<file path="src/rtl/multicycle_control.sv">
// Multicycle MIPS main control FSM: fetch/decode/execute/memory/writeback sequencing.
// Optional ILLEGAL_TRAP_EN: unknown opcodes trap to HALT and raise a sticky illegal flag.
module multicycle_control #(
    parameter int MEM_TIMEOUT = 16
) (
    input  logic       clk,
    input  logic       reset,
    input  logic [5:0] opcode,
    input  logic [5:0] funct,
    input  logic       zero,
    input  logic       mem_ready,
    output logic       ir_write,
    output logic       pc_write,
    output logic       is_branch,
    output logic       is_jump,
    output logic       mem_read,
    output logic       mem_write,
    output logic       reg_write,
    output logic       reg_dst,
    output logic       alu_src,
    output logic       mem_to_reg,
    output logic [2:0] alu_ctl,
    output logic [3:0] state,
    output logic       fault
`ifdef ILLEGAL_TRAP_EN
    ,
    output logic       illegal
`endif
);

    typedef enum logic [3:0] {
        FETCH    = 4'd0,
        DECODE   = 4'd1,
        EXEC_R   = 4'd2,
        EXEC_I   = 4'd3,
        MEM_ADDR = 4'd4,
        MEM_RD   = 4'd5,
        MEM_WR   = 4'd6,
        WB_ALU   = 4'd7,
        WB_MEM   = 4'd8,
        BRANCH   = 4'd9,
        JUMP     = 4'd10,
        HALT     = 4'd11
    } state_t;

    localparam logic [2:0] ALU_AND = 3'b000;
    localparam logic [2:0] ALU_OR  = 3'b001;
    localparam logic [2:0] ALU_ADD = 3'b010;
    localparam logic [2:0] ALU_SUB = 3'b110;
    localparam logic [2:0] ALU_SLT = 3'b111;

    localparam int CW = (MEM_TIMEOUT < 2) ? 1 : $clog2(MEM_TIMEOUT);
    localparam bit TO_EN = (MEM_TIMEOUT != 0);

    state_t        st, nxt;
    logic [CW-1:0] cnt;
    logic [2:0]    r_ctl;
    logic          is_r, is_addi, is_mem, is_beq, is_j;
    logic          waiting, to_hit;
    logic          ill_set;

    assign is_r    = (opcode == 6'b000000);
    assign is_addi = (opcode == 6'b001000);
    assign is_mem  = (opcode == 6'b100011) || (opcode == 6'b101011);
    assign is_beq  = (opcode == 6'b000100);
    assign is_j    = (opcode == 6'b000010);

    assign state = st;

    // A wait cycle is any memory-facing state still stalled on mem_ready.
    assign waiting = ((st == FETCH) || (st == MEM_RD) || (st == MEM_WR))
                   && !mem_ready;
    assign to_hit  = TO_EN && waiting && (cnt == CW'(MEM_TIMEOUT - 1));

    always_comb begin
        r_ctl = ALU_ADD;
        unique case (funct)
            6'b100010: r_ctl = ALU_SUB;
            6'b100100: r_ctl = ALU_AND;
            6'b100101: r_ctl = ALU_OR;
            6'b101010: r_ctl = ALU_SLT;
            default:   r_ctl = ALU_ADD;
        endcase
    end

    always_comb begin
        nxt        = st;
        ill_set    = 1'b0;
        ir_write   = 1'b0;
        pc_write   = 1'b0;
        is_branch  = 1'b0;
        is_jump    = 1'b0;
        mem_read   = 1'b0;
        mem_write  = 1'b0;
        reg_write  = 1'b0;
        reg_dst    = 1'b0;
        alu_src    = 1'b0;
        mem_to_reg = 1'b0;
        alu_ctl    = 3'b000;
        unique case (st)
            FETCH: begin
                mem_read = 1'b1;
                if (mem_ready) begin
                    ir_write = 1'b1;
                    pc_write = 1'b1;
                    nxt      = DECODE;
                end
            end
            DECODE: begin
                unique case (1'b1)
                    is_r:    nxt = EXEC_R;
                    is_addi: nxt = EXEC_I;
                    is_mem:  nxt = MEM_ADDR;
                    is_beq:  nxt = BRANCH;
                    is_j:    nxt = JUMP;
                    default: begin
`ifdef ILLEGAL_TRAP_EN
                        nxt     = HALT;
                        ill_set = 1'b1;
`else
                        nxt     = FETCH;
`endif
                    end
                endcase
            end
            EXEC_R: begin
                reg_dst = 1'b1;
                alu_ctl = r_ctl;
                nxt     = WB_ALU;
            end
            EXEC_I: begin
                alu_src = 1'b1;
                alu_ctl = ALU_ADD;
                nxt     = WB_ALU;
            end
            WB_ALU: begin
                reg_write = 1'b1;
                reg_dst   = is_r;
                alu_src   = !is_r;
                alu_ctl   = is_r ? r_ctl : ALU_ADD;
                nxt       = FETCH;
            end
            MEM_ADDR: begin
                alu_src = 1'b1;
                alu_ctl = ALU_ADD;
                nxt     = (opcode == 6'b101011) ? MEM_WR : MEM_RD;
            end
            MEM_RD: begin
                mem_read = 1'b1;
                alu_src  = 1'b1;
                alu_ctl  = ALU_ADD;
                if (mem_ready) nxt = WB_MEM;
            end
            MEM_WR: begin
                mem_write = 1'b1;
                alu_src   = 1'b1;
                alu_ctl   = ALU_ADD;
                if (mem_ready) nxt = FETCH;
            end
            WB_MEM: begin
                reg_write  = 1'b1;
                mem_to_reg = 1'b1;
                nxt        = FETCH;
            end
            BRANCH: begin
                alu_ctl = ALU_SUB;
                if (zero) begin
                    is_branch = 1'b1;
                    pc_write  = 1'b1;
                end
                nxt = FETCH;
            end
            JUMP: begin
                is_jump  = 1'b1;
                pc_write = 1'b1;
                nxt      = FETCH;
            end
            default: nxt = HALT;
        endcase
        if (to_hit) nxt = HALT;
    end

    always_ff @(posedge clk) begin
        if (reset) begin
            st    <= FETCH;
            cnt   <= '0;
            fault <= 1'b0;
        end else begin
            st <= nxt;
            if (nxt != st) cnt <= '0;
            else if (waiting) cnt <= cnt + 1'b1;
            if (to_hit) fault <= 1'b1;
        end
    end

`ifdef ILLEGAL_TRAP_EN
    always_ff @(posedge clk) begin
        if (reset) illegal <= 1'b0;
        else if (ill_set) illegal <= 1'b1;
    end
`else
    logic unused_ill;
    assign unused_ill = ill_set;
`endif

endmodule

</file>
<file path="config.mk">
export PLATFORM = sky130hd
export DESIGN_NAME = multicycle_control
export DESIGN_NICKNAME = d
export VERILOG_FILES = /design/src/rtl/multicycle_control.sv
export SDC_FILE = /design/constraint.sdc
export NUM_CORES = 1
export LEC_CHECK = 0
export BUFFER_PORTS_ARGS = -buffer_cell sky130_fd_sc_hd__buf_4
export CORE_AREA = 3 3 53 55
export DETAILED_ROUTE_END_ITERATION = 16
export DIE_AREA = 0 0 56 58
export PLACE_DENSITY = 0.76
export REMOVE_ABC_BUFFERS = 1
export SKIP_CTS_REPAIR_TIMING = 1
export SLEW_MARGIN = 40
export SYNTH_ARGS = -nofsm -noshare
export SYNTH_HDL_FRONTEND = slang
export SYNTH_SLANG_ARGS = --single-unit
</file>
<file path="constraint.sdc">
create_clock -name clk -period 1.9 [get_ports clk]
set_clock_uncertainty 0.2 [all_clocks]
set_input_delay 0.095 -clock clk [delete_from_list [all_inputs] [get_ports clk]]
set_output_delay 0.095 -clock clk [all_outputs]
set_load 0.02 [all_outputs]
</file>
==> impl_metrics.env, run 1 <==
export IMPL_run_status="finished with violations"
export IMPL_violations="negative setup slack"
export IMPL_cts_htree_levels=1
export IMPL_end_kind="flop"
export IMPL_grt_total_usage=0.198
export IMPL_area_growth_pct=71.5
export IMPL_ys_flop_type="dfxtp_1"
export IMPL_antenna_found_initial=0
export IMPL_leakage_nw=0.718
export IMPL_clkLatencyLatePin_ns=0.27
export IMPL_cts_tree="built"
export IMPL_drt_wirelength_per_cell_um=14.7
export IMPL_ios=34
export IMPL_setup_viol=4
export IMPL_setup_ws_ns=-0.180
export IMPL_worst_slew_pin_transition_ns=0.575
export IMPL_wirelength_met1_um=1330
export IMPL_crit_path_max_incr_delay_ns=0.37
export IMPL_syn_avg_cell_area_um2=7.36
export IMPL_met3_wirelength_um=206
export IMPL_clk_pin_slew_ns=0.06
export IMPL_period_minus_slack_ns=2.08
export IMPL_switching_share=0.464
export IMPL_grt_pass1_wl_um=5230
export IMPL_async_flop_share=0
export IMPL_port_buffers=33
export IMPL_yosys_area_top_type="dfxtp_1"
export IMPL_grt_ovfl_total=0
export IMPL_power_frac_clock=0.070
export IMPL_synthCells=130
export IMPL_synth_common_cells="18 x nor2_1, 13 x nand2_1, 9 x dfxtp_1, 7 x a21oi_1, 7 x nor3_1"
export IMPL_critPathTopFamily="simple AND/OR/NAND/NOR gates"
export IMPL_drv_slew=0
export IMPL_clk_path_buf_depth=2
export IMPL_core_area_um2=2430
export IMPL_synth_most_common_cell="nor2_1"
export IMPL_p_per_area_nw_per_um2=1320
export IMPL_die_h_um=58
export IMPL_syn_cell_area_um2=957
export IMPL_cp_arrival_ns=2.05
export IMPL_start_util=0.394
export IMPL_ys_ff_latch=9
export IMPL_hold_viol_final=0
export IMPL_fp_dieW_um=56
export IMPL_rows=18
export IMPL_drtIter0Drc=40
export IMPL_first_pass_iters=4
export IMPL_cts_buffers=3
export IMPL_highest_layer="met4"
export IMPL_gp_congestion=0.872
export IMPL_p_switching_mw=1.01
export IMPL_cp_slowest_cell="dfxtp_4"
export IMPL_layoutNonFillerInstCount=225
export IMPL_grt_pass1_vias=1174
export IMPL_num_vias=1230
export IMPL_crit_type="flop to flop"
export IMPL_dpl_hpwl_um=2470
export IMPL_power_frac_seq=0.151
export IMPL_insertedDiodeCount=0
export IMPL_routed_via_density=5.47
export IMPL_clockRootBuffer="clkbuf_4"
export IMPL_synth_seq_area_share=0.188
export IMPL_crit_chain="nor2b_4 > and3_4 > a221o_1 > a211oi_2 > and2b_1 > o21ai_4 > nor4_2"
export IMPL_pwr_share_comb=0.779
export IMPL_cp_num_buf_inv=0
export IMPL_dp_slack_ns=-0.388
export IMPL_rsz0062_at_grt="yes"
export IMPL_synth_top_area_frac=0.188
export IMPL_dieArea_um2=3250
export IMPL_fmax_mhz=481
export IMPL_drv_cap=0
export IMPL_synth_cell_types=51
export IMPL_drive_gt1_frac=0.533
export IMPL_ir_drop_uv=1030
export IMPL_nets=213
export IMPL_crit_path_start_kind="flop"
export IMPL_crit_path_max_fanout=7
export IMPL_met2_length_um=1690
export IMPL_synth_edf_count=0
export IMPL_antenna_left=0
export IMPL_fin_crit_sh=1.09
export IMPL_hp_class="input port to flop"
export IMPL_place_inst=215
export IMPL_yosys_warnings=0
export IMPL_routed_wl_um=3300
export IMPL_grt_max_degree=11
export IMPL_route_detailed_drc=0
export IMPL_required_ns=1.87
export IMPL_cts_sinks=9
export IMPL_internal_power_mw=1.16
export IMPL_slew_headroom=0.611
export IMPL_synthTopCellsByArea="dfxtp_1 19%, nor2_1 7.1%, nand2_1 5.1%, nand2b_1 3.9%, a21oi_1 3.7%"
registers in the layout, summed over array words and instances, names as in the netlist:
signal	count
cnt	4
state	4
fault	1
area by class of cell:
type	count	area, µm²
sequential	9	195
fill	208	791
tap	30	37.5
clock buffer	4	26.3
timing repair buffer	70	556
inverter	4	15.0
multi-input combinational	108	812
final timing paths:
path	slack, ns	cells after the start	start	endpoint
max	-0.18	7	state[0]	cnt[0]
min	0.16	3	mem_ready	state[1]
max reg2reg	-0.18	7	state[0]	cnt[0]
min reg2reg	0.27	2	fault	fault
cells in the final DEF, fill, tap and decap left out, types with 4 or more instances in the layout:
master / count
xnor2_1: 4
nand2b_1: 6
dfxtp_4: 4
dfxtp_1: 5
nor3_1: 5
buf_4: 64
a21oi_1: 7
nor2_1: 17
buf_6: 4
nand2_1: 10
stage by stage:
step                       util  TNS (ns)  cell area (µm²)  power (mW)  hold slack [ns]
after floorplan               -     -3.11              905        1.12          -0.0356
after global placement    0.590     -1.03             1440        1.73            0.108
after detailed placement  0.590     -1.48             1440        1.77            0.108
after CTS                 0.601     -2.20             1460        1.93           -0.182
after global routing      0.675     -1.32             1640        2.32            0.162
final                     0.675    -0.627             1640        2.17            0.164
routing by layer:
| metal | track usage | vias up |
|---|---|---|
| li1 | - | 606 |
| met1 | 0.232 | 574 |
| met2 | 0.352 | 43 |
| met3 | 0.0401 | 7 |
| met4 | 0.0847 | 0 |
| met5 | 0 | - |
tightest hold or removal path, cell delays in order:
cell and delay [ns]:
buf_4 0.16, o31ai_1 0.10, o31a_1 0.24
kinds of logic (layout without fill, tap and decap cells):
kind of cell / after synthesis / in the layout / share of synthesized area
buffers and inverters: 13 / 78 / 0.0706
multiplexers: 2 / 2 / 0.0209
adder cells (fa/ha/maj): 1 / 1 / 0.0131
flip-flops: 9 / 9 / 0.188
XOR/XNOR: 8 / 8 / 0.0811
AO/OA/AOI/OAI: 30 / 30 / 0.242
AND/OR/NAND/NOR: 67 / 67 / 0.384
power groups by stage:
stage | sequential, mW | clock [mW] | combinational (mW)
after global placement | 0.296 | 0 | 1.43
after CTS | 0.295 | 0.157 | 1.47
after detailed placement | 0.299 | 0 | 1.47
after floorplan | 0.394 | 0 | 0.727
final | 0.326 | 0.152 | 1.69
after global routing | 0.332 | 0.168 | 1.82
No activity file was read; power rests on OpenSTA's default activity.
==> run 2: changes to the inputs <==
--- a/config.mk
+++ b/config.mk
@@ -9,6 +9,7 @@
 export CORE_AREA = 3 3 53 55
 export DETAILED_ROUTE_END_ITERATION = 16
 export DIE_AREA = 0 0 56 58
+export MAX_ROUTING_LAYER = met4
 export PLACE_DENSITY = 0.76
 export REMOVE_ABC_BUFFERS = 1
 export SKIP_CTS_REPAIR_TIMING = 1
==> run 2 against run 1 <==
The run still ends with negative setup slack left. Wire length fell by 3.9%. Combinational power fell by 6%. Via count fell by 2.0%. Sequential share of layout area rose by 0.24 points. Worst hold slack got worse by 0.022 ns. Global-route usage fell by 0.063 points. Total power fell by 5.3%. Critical endpoint is now cnt[1].
==> impl_metrics.env, run 2 (synthesized netlist as in run 1, its figures left out) <==
export IMPL_die_h_um=58
export IMPL_tns_ns=-1.01
export IMPL_crit_path_max_incr_delay_ns=0.36
export IMPL_clockRootBuffer="clkbuf_4"
export IMPL_p_total_mw=2.05
export IMPL_cts_tree="built"
export IMPL_fin_crit_sh=1.14
export IMPL_crit_path_max_fanout=6
export IMPL_nets=212
export IMPL_dpl_hpwl_um=2470
export IMPL_drt_wirelength_per_cell_um=14.2
export IMPL_gp_congestion=0.882
export IMPL_cts_buffers=3
export IMPL_rsz0062_at_grt="yes"
export IMPL_drv_slew=0
export IMPL_ir_drop_uv=1010
export IMPL_route_detailed_drc=0
export IMPL_p_per_area_nw_per_um2=1310
export IMPL_cp_slowest_cell="dfxtp_4"
export IMPL_power_frac_clock=0.073
export IMPL_grt_ovfl_total=0
export IMPL_switching_share=0.468
export IMPL_clkLatencyLatePin_ns=0.27
export IMPL_cp_arrival_ns=2.14
export IMPL_power_frac_seq=0.151
export IMPL_final_util=0.645
export IMPL_drv_cap=0
export IMPL_period_minus_slack_ns=2.17
export IMPL_grt_pass1_wl_um=5020
export IMPL_port_buffers=33
export IMPL_leakage_nw=0.691
export IMPL_core_area_um2=2430
export IMPL_internal_power_mw=1.09
export IMPL_worst_slew_pin_transition_ns=0.602
export IMPL_crit_chain="buf_12 > nor4b_4 > a22o_4 > and4_4 > a21o_4 > xor2_2 > a22oi_2 > nor4_2"
export IMPL_placed_area_um2=1440
export IMPL_drive_gt1_frac=0.490
export IMPL_run_status="finished with violations"
export IMPL_crit_path_start_kind="flop"
export IMPL_setup_ws_ns=-0.273
export IMPL_dp_slack_ns=-0.443
export IMPL_num_vias=1205
export IMPL_insertedDiodeCount=0
export IMPL_crit_type="flop to flop"
export IMPL_grt_pass1_vias=1197
export IMPL_violations="negative setup slack"
export IMPL_area_growth_pct=63.8
export IMPL_layout_common_cells="67 x buf_4, 18 x nor2_1, 11 x nand2_1"
export IMPL_antenna_left=0
export IMPL_pwr_share_comb=0.776
export IMPL_drtIter0Drc=39
export IMPL_cts_htree_levels=1
export IMPL_routed_wl_um=3170
export IMPL_antenna_found_initial=0
export IMPL_p_switching_mw=0.960
export IMPL_slew_headroom=0.593
export IMPL_rows=18
export IMPL_fp_dieW_um=56
export IMPL_setup_viol=6
export IMPL_first_pass_iters=4
export IMPL_clk_path_buf_depth=2
export IMPL_cts_sinks=9
export IMPL_ios=34
export IMPL_grt_max_degree=11
export IMPL_start_util=0.394
export IMPL_dieArea_um2=3250
export IMPL_end_kind="flop"
export IMPL_fin_area_um2=1570
export IMPL_required_ns=1.86
export IMPL_hold_viol_final=0
export IMPL_grt_total_usage=0.198
export IMPL_hp_class="input port to flop"
export IMPL_fmax_mhz=460
export IMPL_final_common_cell="buf_4"
export IMPL_clk_pin_slew_ns=0.06
export IMPL_routed_via_density=5.38
## run 2: final cells by class
type	instances	area, µm²
Inverter	4	15.0
Multi-Input combinational cell	108	766
Clock buffer	4	26.3
Sequential cell	9	190
Tap cell	30	37.5
Fill cell	227	865
Timing Repair Buffer	69	533
## run 2: worst max-delay path: cells and delay by family (launching register included)
family / cells / cell delay [ns]
compound gates: 3 / 0.40
simple gates: 3 / 0.84
buf+inv: 1 / 0.13
xor+xnor: 1 / 0.13
flops: 1 / 0.36
## run 2: worst paths after layout
| check | start | endpoint | slack [ns] | cells past startpoint |
|---|---|---|---|---|
| worst min-delay path | mem_ready | state[1] | 0.14 | 3 |
| worst min register to register | fault | fault | 0.27 | 2 |
| worst max-delay path | state[3] | cnt[1] | -0.27 | 8 |
| worst max register to register | state[3] | cnt[1] | -0.27 | 8 |
## run 2: power groups by stage
stage                     Combinational (mW)  Sequential (mW)  Clock (mW)
after global placement                  1.43            0.296           0
after CTS                               1.48            0.296       0.152
after floorplan                        0.727            0.394           0
final                                   1.59            0.310       0.150
after global routing                    1.73            0.318       0.164
after detailed placement                1.47            0.300           0
## run 2: metal layers
| metal | GRT usage | wire, µm | vias up |
|---|---|---|---|
| li1 | - | - | 610 |
| met1 | 0.209 | 1360 | 551 |
| met2 | 0.364 | 1560 | 37 |
| met3 | 0.0356 | 170 | 7 |
| met4 | 0.0780 | 85 | 0 |
| met5 | - | 0 | - |
## run 2: through the flow
stage                     cells  hold slack (ns)
final                       224            0.142
after global routing        224            0.146
after CTS                   219           -0.172
after detailed placement    215            0.110
after global placement      215            0.108
after floorplan             121          -0.0356
